`config.mk`:
```
export PLATFORM = sky130hd
export DESIGN_NAME = mmio_port_responder_flat
export DESIGN_NICKNAME = d
export VERILOG_FILES = /design/src/rtl/mmio_port_responder_if.sv /design/src/rtl/mmio_port_responder.sv /design/src/flat_wrapper.sv
export SDC_FILE = /design/constraint.sdc
export NUM_CORES = 1
export LEC_CHECK = 0
export BUFFER_PORTS_ARGS = -buffer_cell sky130_fd_sc_hd__buf_2
export CAP_MARGIN = 20
export CORE_MARGIN = 4
export CORE_UTILIZATION = 60
export DETAILED_ROUTE_END_ITERATION = 7
export PLACE_DENSITY = 0.93
export SLEW_MARGIN = 5
export SYNTH_ARGS = -nofsm -noshare
export SYNTH_HDL_FRONTEND = slang
export SYNTH_SLANG_ARGS = --single-unit
export TNS_END_PERCENT = 1
```
`constraint.sdc`:
```
create_clock -name clk -period 6.1 [get_ports clk]
set_clock_uncertainty 0.05 [all_clocks]
set_input_delay 0.61 -clock clk [delete_from_list [all_inputs] [get_ports clk]]
set_output_delay 0.61 -clock clk [all_outputs]
set_load 0.1 [all_outputs]
```
`src/rtl/mmio_port_responder_if.sv`:
```
// Data-memory bus as seen by the MMIO responder: CPU-side load/store request
// and the responder's combinational reply.
interface mmio_port_responder_if;
    logic [31:0] Address;
    logic [31:0] WriteData;
    logic        MemWrite;
    logic        MemRead;
    logic [31:0] ReadData;
    logic        Hit;

    modport master (
        output Address,
        output WriteData,
        output MemWrite,
        output MemRead,
        input  ReadData,
        input  Hit
    );

    modport slave (
        input  Address,
        input  WriteData,
        input  MemWrite,
        input  MemRead,
        output ReadData,
        output Hit
    );
endinterface

```
`src/rtl/mmio_port_responder.sv`:
```
// MMIO responder on the data-memory bus: output port, synchronized input port with
// rising-edge flags, a compare timer and a registered level interrupt.
module mmio_port_responder #(
    parameter logic [31:0] BASE_ADDR     = 32'h1001_0000,
    parameter int          PORT_IN_WIDTH = 8
) (
    input  logic                     clk,
    input  logic                     reset,
    mmio_port_responder_if.slave     bus,
    input  logic [PORT_IN_WIDTH-1:0] PortIn,
    output logic [31:0]              PortOut,
    output logic                     Irq
);
    localparam logic [2:0] IDX_PORT_OUT   = 3'd0;
    localparam logic [2:0] IDX_PORT_IN    = 3'd1;
    localparam logic [2:0] IDX_EDGE_FLAGS = 3'd2;
    localparam logic [2:0] IDX_TIMER_CTRL = 3'd3;
    localparam logic [2:0] IDX_TIMER_CMP  = 3'd4;
    localparam logic [2:0] IDX_TIMER_CNT  = 3'd5;
    localparam logic [2:0] IDX_STATUS     = 3'd6;
    localparam logic [2:0] IDX_EDGE_MASK  = 3'd7;
    localparam logic [PORT_IN_WIDTH-1:0] PIN_ZERO = {PORT_IN_WIDTH{1'b0}};

    function automatic logic [31:0] zext_pin(input logic [PORT_IN_WIDTH-1:0] v);
        logic [31:0] r;
        r = 32'h0;
        r[PORT_IN_WIDTH-1:0] = v;
        return r;
    endfunction

    logic                     w_hit;
    logic [2:0]               w_idx;
    logic                     w_wr;
    logic [7:0]               w_wsel;
    logic                     w_unused_addr;
    logic [PORT_IN_WIDTH-1:0] w_wr_pin;
    logic [PORT_IN_WIDTH-1:0] w_rise;
    logic                     w_match_evt;
    logic [31:0]              w_rdata;

    logic [PORT_IN_WIDTH-1:0] r_s1;
    logic [PORT_IN_WIDTH-1:0] r_s2;
    logic [PORT_IN_WIDTH-1:0] r_s3;
    logic [31:0]              r_port_out;
    logic [PORT_IN_WIDTH-1:0] r_edge;
    logic [PORT_IN_WIDTH-1:0] r_mask;
    logic                     r_en;
    logic                     r_auto;
    logic                     r_ie;
    logic [31:0]              r_cmp;
    logic [31:0]              r_cnt;
    logic                     r_match;
    logic                     r_irq;

    logic [31:0]              w_port_out_nxt;
    logic [PORT_IN_WIDTH-1:0] w_edge_nxt;
    logic [PORT_IN_WIDTH-1:0] w_mask_nxt;
    logic                     w_en_nxt;
    logic                     w_auto_nxt;
    logic                     w_ie_nxt;
    logic [31:0]              w_cmp_nxt;
    logic [31:0]              w_cnt_nxt;
    logic                     w_match_nxt;
    logic                     w_irq_nxt;

    assign w_hit         = (bus.Address[31:5] == BASE_ADDR[31:5]);
    assign w_idx         = bus.Address[4:2];
    assign w_wr          = bus.MemWrite & w_hit;
    assign w_wr_pin      = bus.WriteData[PORT_IN_WIDTH-1:0];
    assign w_unused_addr = ^bus.Address[1:0];
    assign w_rise        = r_s2 & ~r_s3;
    assign w_match_evt   = r_en & (r_cnt == r_cmp);

    // One-hot write strobe per register, only for in-window stores
    always_comb begin
        w_wsel = 8'h00;
        if (w_wr) begin
            w_wsel[w_idx] = 1'b1;
        end else begin
            w_wsel = 8'h00;
        end
    end

    // Next-state logic; hardware sets beat W1C clears, CPU writes beat timer progress
    always_comb begin
        w_port_out_nxt = r_port_out;
        w_mask_nxt     = r_mask;
        w_cmp_nxt      = r_cmp;
        w_en_nxt       = r_en;
        w_auto_nxt     = r_auto;
        w_ie_nxt       = r_ie;
        w_cnt_nxt      = r_cnt;

        if (w_wsel[IDX_PORT_OUT]) begin
            w_port_out_nxt = bus.WriteData;
        end else begin
            w_port_out_nxt = r_port_out;
        end

        if (w_wsel[IDX_EDGE_MASK]) begin
            w_mask_nxt = w_wr_pin;
        end else begin
            w_mask_nxt = r_mask;
        end

        if (w_wsel[IDX_TIMER_CMP]) begin
            w_cmp_nxt = bus.WriteData;
        end else begin
            w_cmp_nxt = r_cmp;
        end

        if (w_wsel[IDX_TIMER_CTRL]) begin
            w_en_nxt   = bus.WriteData[0];
            w_auto_nxt = bus.WriteData[1];
            w_ie_nxt   = bus.WriteData[2];
        end else if (w_match_evt && !r_auto) begin
            w_en_nxt = 1'b0;
        end else begin
            w_en_nxt = r_en;
        end

        if (w_wsel[IDX_TIMER_CNT]) begin
            w_cnt_nxt = 32'h0;
        end else if (!r_en) begin
            w_cnt_nxt = r_cnt;
        end else if (!w_match_evt) begin
            w_cnt_nxt = r_cnt + 32'd1;
        end else if (r_auto) begin
            w_cnt_nxt = 32'h0;
        end else begin
            w_cnt_nxt = r_cnt;
        end

        w_edge_nxt  = (r_edge & ~(w_wsel[IDX_EDGE_FLAGS] ? w_wr_pin : PIN_ZERO)) | w_rise;
        w_match_nxt = (r_match & ~(w_wsel[IDX_STATUS] & bus.WriteData[0])) | w_match_evt;
        w_irq_nxt   = (|(r_edge & r_mask)) | (r_match & r_ie);
    end

    // Load data is combinational so the MEM stage can use it in the same cycle
    always_comb begin
        w_rdata = 32'h0;
        if (bus.MemRead && w_hit) begin
            case (w_idx)
                IDX_PORT_OUT:   w_rdata = r_port_out;
                IDX_PORT_IN:    w_rdata = zext_pin(r_s2);
                IDX_EDGE_FLAGS: w_rdata = zext_pin(r_edge);
                IDX_TIMER_CTRL: w_rdata = {29'h0, r_ie, r_auto, r_en};
                IDX_TIMER_CMP:  w_rdata = r_cmp;
                IDX_TIMER_CNT:  w_rdata = r_cnt;
                IDX_STATUS:     w_rdata = {31'h0, r_match};
                IDX_EDGE_MASK:  w_rdata = zext_pin(r_mask);
                default:        w_rdata = 32'h0;
            endcase
        end else begin
            w_rdata = 32'h0;
        end
    end

    // Three-stage input synchronizer; s3 only serves the edge detector
    always_ff @(posedge clk or negedge reset) begin
        if (!reset) begin
            r_s1 <= PIN_ZERO;
            r_s2 <= PIN_ZERO;
            r_s3 <= PIN_ZERO;
        end else begin
            r_s1 <= PortIn;
            r_s2 <= r_s1;
            r_s3 <= r_s2;
        end
    end

    // Architectural register state and the registered interrupt
    always_ff @(posedge clk or negedge reset) begin
        if (!reset) begin
            r_port_out <= 32'h0;
            r_edge     <= PIN_ZERO;
            r_mask     <= PIN_ZERO;
            r_en       <= 1'b0;
            r_auto     <= 1'b0;
            r_ie       <= 1'b0;
            r_cmp      <= 32'h0;
            r_cnt      <= 32'h0;
            r_match    <= 1'b0;
            r_irq      <= 1'b0;
        end else begin
            r_port_out <= w_port_out_nxt;
            r_edge     <= w_edge_nxt;
            r_mask     <= w_mask_nxt;
            r_en       <= w_en_nxt;
            r_auto     <= w_auto_nxt;
            r_ie       <= w_ie_nxt;
            r_cmp      <= w_cmp_nxt;
            r_cnt      <= w_cnt_nxt;
            r_match    <= w_match_nxt;
            r_irq      <= w_irq_nxt;
        end
    end

    assign bus.ReadData = w_rdata;
    assign bus.Hit      = w_hit;
    assign PortOut      = r_port_out;
    assign Irq          = r_irq;

endmodule

```
`src/flat_wrapper.sv`:
```
// flat-port wrapper written by rule: the top's interface ports become plain ports
module mmio_port_responder_flat 
#(
    parameter logic [31:0] BASE_ADDR     = 32'h1001_0000,
    parameter int          PORT_IN_WIDTH = 8
)
  (clk, reset, PortIn, PortOut, Irq, bus_Address, bus_WriteData, bus_MemWrite, bus_MemRead, bus_ReadData, bus_Hit);
  mmio_port_responder_if bus_i ();
  input  logic clk;
  input  logic reset;
  input  logic [PORT_IN_WIDTH-1:0] PortIn;
  output logic [31:0] PortOut;
  output logic Irq;
  input wire logic [$bits(bus_i.Address)-1:0] bus_Address;
  input wire logic [$bits(bus_i.WriteData)-1:0] bus_WriteData;
  input wire logic [$bits(bus_i.MemWrite)-1:0] bus_MemWrite;
  input wire logic [$bits(bus_i.MemRead)-1:0] bus_MemRead;
  output wire logic [$bits(bus_i.ReadData)-1:0] bus_ReadData;
  output wire logic [$bits(bus_i.Hit)-1:0] bus_Hit;
  assign bus_i.Address = bus_Address;
  assign bus_i.WriteData = bus_WriteData;
  assign bus_i.MemWrite = bus_MemWrite;
  assign bus_i.MemRead = bus_MemRead;
  assign bus_ReadData = bus_i.ReadData;
  assign bus_Hit = bus_i.Hit;
  mmio_port_responder #(.BASE_ADDR(BASE_ADDR), .PORT_IN_WIDTH(PORT_IN_WIDTH)) u_core (.clk(clk), .reset(reset), .bus(bus_i), .PortIn(PortIn), .PortOut(PortOut), .Irq(Irq));
endmodule
```
# Word-level counts from Yosys, hierarchy flattened
# Cells that the tools add are included.
[classes]
add_sub_neg = 1
magnitude_cmp = 2
eq_ne = 10
mux = 12
n_bitwise = 14
n_reduce_logical = 9
[op_table]
columns = ["op", "count"]
rows = [
  ["32-bit one-hot mux with 8 select lines", 1],
  ["32-bit two-way mux", 5],
  ["32-bit by 1-bit adder with 32-bit output, second input constant", 1],
  ["32-bit equality test", 1],
  ["27-bit by 24-bit equality test with 1-bit output, second input constant", 1],
  ["8-bit bitwise AND", 3],
  ["8-bit two-way mux", 2],
  ["8-bit inverter", 2],
  ["3-bit equality test, second input constant", 4],
  ["8-bit bitwise OR", 1],
  ["8-bit OR reduction", 1],
  ["3-bit by 2-bit equality test with 1-bit output, second input constant", 2],
  ["1-bit bitwise AND", 5],
  ["3-bit by 4-bit less-than comparator with 1-bit output, second input constant", 1],
  ["2-bit nonzero test", 2],
  ["1-bit demux with 3-bit select", 1],
  ["3-bit by 1-bit equality test with 1-bit output, second input constant", 1],
  ["3-bit by 1-bit greater-or-equal comparator with 1-bit output, second input constant", 1],
  ["1-bit logical AND", 3],
  ["3-bit zero test", 1],
  ["1-bit two-way mux", 3],
  ["3-bit by 2-bit != test with 1-bit output, second input constant", 1],
  ["1-bit bitwise OR", 2],
  ["2-bit AND reduction", 1],
  ["2 further kinds", 2],
]
[totals]
ff_bits = 141
input_bits = 76
output_inout_bits = 66

# Depth between registers and ports, before layout
[depth]
depth_word = 9
ltp_mapped = 9

# Worst setup path before layout
# No wires, ideal clock.
[synth_path]
path_type = "input port to output port"
from = "in bus_Address[14]"
to = "out bus_ReadData[3]"
arrival_ns = 5.164
slack_ns = 0.276
path_stages = 5
n_path_buf = 0
cell_sequence = "nor4b_1 > nand4_1 > nor2_1 > nand2_1 > a211oi_1"
[synth_via]
elab_chain_len = 3
[synth_lines]
columns = ["item", "line", "text"]
rows = [
  ["from (decl)", "flat_wrapper.sv:14", "input wire logic [$bits(bus_i.Address)-1:0] bus_Address;"],
  ["27-bit by 24-bit equality test with 1-bit output", "mmio_port_responder.sv:66", "assign w_hit = (bus.Address[31:5] == BASE_ADDR[31:5]);"],
  ["named net bus_Hit", "flat_wrapper.sv:19", "output wire logic [$bits(bus_i.Hit)-1:0] bus_Hit;"],
  ["1-bit logical AND", "mmio_port_responder.sv:142", "if (bus.MemRead && w_hit) begin"],
  ["32-bit two-way mux", "mmio_port_responder.sv:142", ""],
  ["to (decl)", "flat_wrapper.sv:18", "output wire logic [$bits(bus_i.ReadData)-1:0] bus_ReadData;"],
]
# The timed path passes the listed nets, and every way through them passes these cells.

# Worst setup path in the final report
[layout_path]
from = "in bus_Address[2]"
to = "out bus_ReadData[7]"
[layout_via]
elab_chain_len = 3
elab_cells_between_ends = 10
[layout_lines]
columns = ["item", "line", "text"]
rows = [
  ["3-bit equality test (tied with other cells)", "mmio_port_responder.sv:143", "case (w_idx)"],
  ["32-bit one-hot mux with 8 select lines *", "mmio_port_responder.sv:143", ""],
  ["32-bit two-way mux *", "mmio_port_responder.sv:142", ""],
]
# Every way passes the cells marked *; elsewhere a longest branch is shown, timed or not.

==> metrics.yaml <==
timing:
  maxSlewViolCount: 0
  setup_viol: 0
  grt_setup_unrepaired: "false"
  fin_setup_tns_ns: 0
  finalHoldViolCount: 0
  period_share: 0.596
  tightest_slew_ns: 0.939
  max_slew_margin: 0.374
  fmax_mhz: 275
  period_minus_slack_ns: 3.64
clock_network:
  cts_setup_buffers: 0
  cts_made_buffers: 17
  cts_max_level: 4
  cts-root-buf: "clkbuf_16"
  ctsResizeCount: 0
  cts_buffer_depth: 2
  clk_pin_slew_ns: 0.05
  cts_hold_buf: 0
  cts_tree: "yes"
  clock_latency_ns: 0.43
  clkSinkCount: 141
run:
  max_cap_violations: 0
worst_setup_path:
  start_kind: "input pin"
  max_stage_delay_ns: 0.49
  cpMostUsedCell: "buf_2"
  worstPathCellList: "buf_2 -> buf_4 -> and2_1 -> a22oi_1 -> a211oi_1 -> buf_2"
  cp-end-kind: "output port"
  worstPathArrival_ns: 2.98
  path_class: "in2out"
  critPathBufInv: 3
  cp_max_fo: 22
  critPathTopFamily: "buffers and inverters"
  cp_slowest_cell: "buf_2"
  required_ns: 5.44
  ff2ff_setup_slack_ns: 3.21
synthesis:
  synth_area_per_cell_um2: 11.0
  async_flop_share: 1.00
  synth_top_cell_by_area: "dfrtp_1"
  ys.flop_type: "dfrtp_1"
  synth_edf_count: 0
  synthCells: 666
  yosysTopAreaCellShare: 0.483
  synth_common_cells: "141 x dfrtp_1, 96 x mux2_2, 45 x nor2_1"
  synth_area_mm2: 0.00731
  synthTopCellsByArea: "dfrtp_1 48%, mux2_2 15%, a31oi_1 3.4%"
  synth_fp_nets: 743
  yosysMostFrequentCell: "dfrtp_1"
  yosysSeqAreaShare: 0.483
  ys_ff_latch: 141
  yosys_warnings: 0
  synth.distinct_cells: 55
layout:
  final_area_mm2: 0.00862
  num-nets-final: 863
  seq_area_mm2: 0.00353
  drive_gt1_frac: 0.365
  multi_input_area_mm2: 0.00350
  final_util: 0.721
  n_antenna_cell: 0
  fin_cells: 945
  areaGrowthSynthToFinish_pct: 17.9
  fillCellCount: 822
outcome:
  status: "finished clean"
pwr:
  fin_total_pwr_mw: 2.04
  ir_drop_mv: 0.165
  p_leak_nw: 4.02
  power_density_mw_per_mm2: 237
drt:
  wirelength_mm: 19.6
  drc_errors: 0
  drtAntennaViolNets: 0
  detail_route.vias_per_cell: 6.53
  wl_per_cell_um: 20.7
  drtIter0Drc: 555
  first_pass_iters: 5
  num_vias: 6174
place:
  io_buffers: 139
  hpwl_mm: 13.5
  place_area_mm2: 0.00805
  place_inst: 913
  gp_congestion: 0.934
global_route:
  grt_max_degree: 72
  grt_pass1_wl_mm: 31.9
  antenna_found_initial: 0
  grt-ovfl-total: 0
  grt_usage: 0.285
  grt_pass1_vias: 6128
floorplanning:
  rows: 40
  die-area_mm2: 0.0140
  fp.dieH_um: 118
  coreArea_mm2: 0.0120
  die_x_um: 118
  io_pins: 142
  initial_utilization: 0.611
worst_hold_path:
  hp-class: "in2async"
registers in the layout (all words and copies together) (netlist names), 8 cells and up:
| register | flops |
|---|---|
| u_core.PortOut | 32 |
| u_core.r_cmp | 32 |
| u_core.r_edge | 8 |
| u_core.r_s1 | 8 |
| u_core.r_s3 | 8 |
| u_core.r_cnt | 32 |
| u_core.r_mask | 8 |
| u_core.r_s2 | 8 |
kinds of logic after synthesis:
logic type,after synthesis,share of synthesized area
simple gates,196,0.145
mux,107,0.175
fa+ha+maj,1,0.00171
xor+xnor,28,0.0335
buf+inv,67,0.0385
flops,141,0.483
compound gates,126,0.124
report_power, final:
group	internal, mW	switching [mW]	total (mW)	leakage (nW)
Combinational	0.0311	0.0569	0.0881	1.90
Clock	0.608	0.396	1.00	0.262
Sequential	0.944	0.00401	0.948	1.86
Total	1.58	0.456	2.04	4.02
placed cells by master, fill, tap and decap left out, types with 4 or more instances in the layout:
cell type,count
dfrtp_1,141
buf_2,139
mux2_2,96
nor2_1,44
a31oi_1,40
nand2_1,37
a22oi_1,33
xnor2_1,28
inv_1,21
nand3_1,21
clkbuf_16,17
nor4_1,16
nand4_1,15
nand3b_1,14
a22o_1,13
nor3_1,11
and3_1,9
o21ai_0,9
mux4_2,7
buf_4,7
a211oi_1,5
clkinvlp_4,5
o22ai_1,4
mux2i_1,4
o211ai_1,4
a41oi_1,4
stage by stage:
| step | hold WS (ns) | setup WS [ns] |
|---|---|---|
| CTS | 0.142 | 2.48 |
| floorplan | 0.264 | 0.276 |
| global placement | 0.283 | 2.57 |
| detailed placement | 0.286 | 2.52 |
| finish | 0.127 | 2.46 |
| global route | 0.161 | 2.37 |
layout make-up:
class / count / share of cell area
Sequential cell: 141 / 0.409
Multi-Input combinational cell: 458 / 0.406
Timing Repair Buffer: 147 / 0.0881
Clock buffer: 21 / 0.0522
Tap cell: 147 / 0.0213
Clock inverter: 10 / 0.0135
Inverter: 21 / 0.00914
layer usage:
metal / wire length [um] / share of wire / up-vias / GRT usage
met5: 0 / 0 / - / 0
met4: 532 / 0.027 / 0 / 0.104
met3: 1480 / 0.075 / 45 / 0.0699
met2: 9270 / 0.47 / 318 / 0.451
met1: 8310 / 0.42 / 3074 / 0.385
li1: - / - / 2737 / -
final timing paths:
path	end	cells after the start	startpoint
max	bus_ReadData[7]	6	bus_Address[2]
min	u_core.PortOut[5]	1	reset
max reg2reg	u_core.r_cnt[23]	6	u_core.r_cnt[9]
min reg2reg	u_core.r_s2[6]	0	u_core.r_s1[6]
max in group asynchronous	u_core.r_s2[5]	2	reset
min in group clk	u_core.r_s1[2]	1	PortIn[2]
No activity file was read; power rests on OpenSTA's default activity.
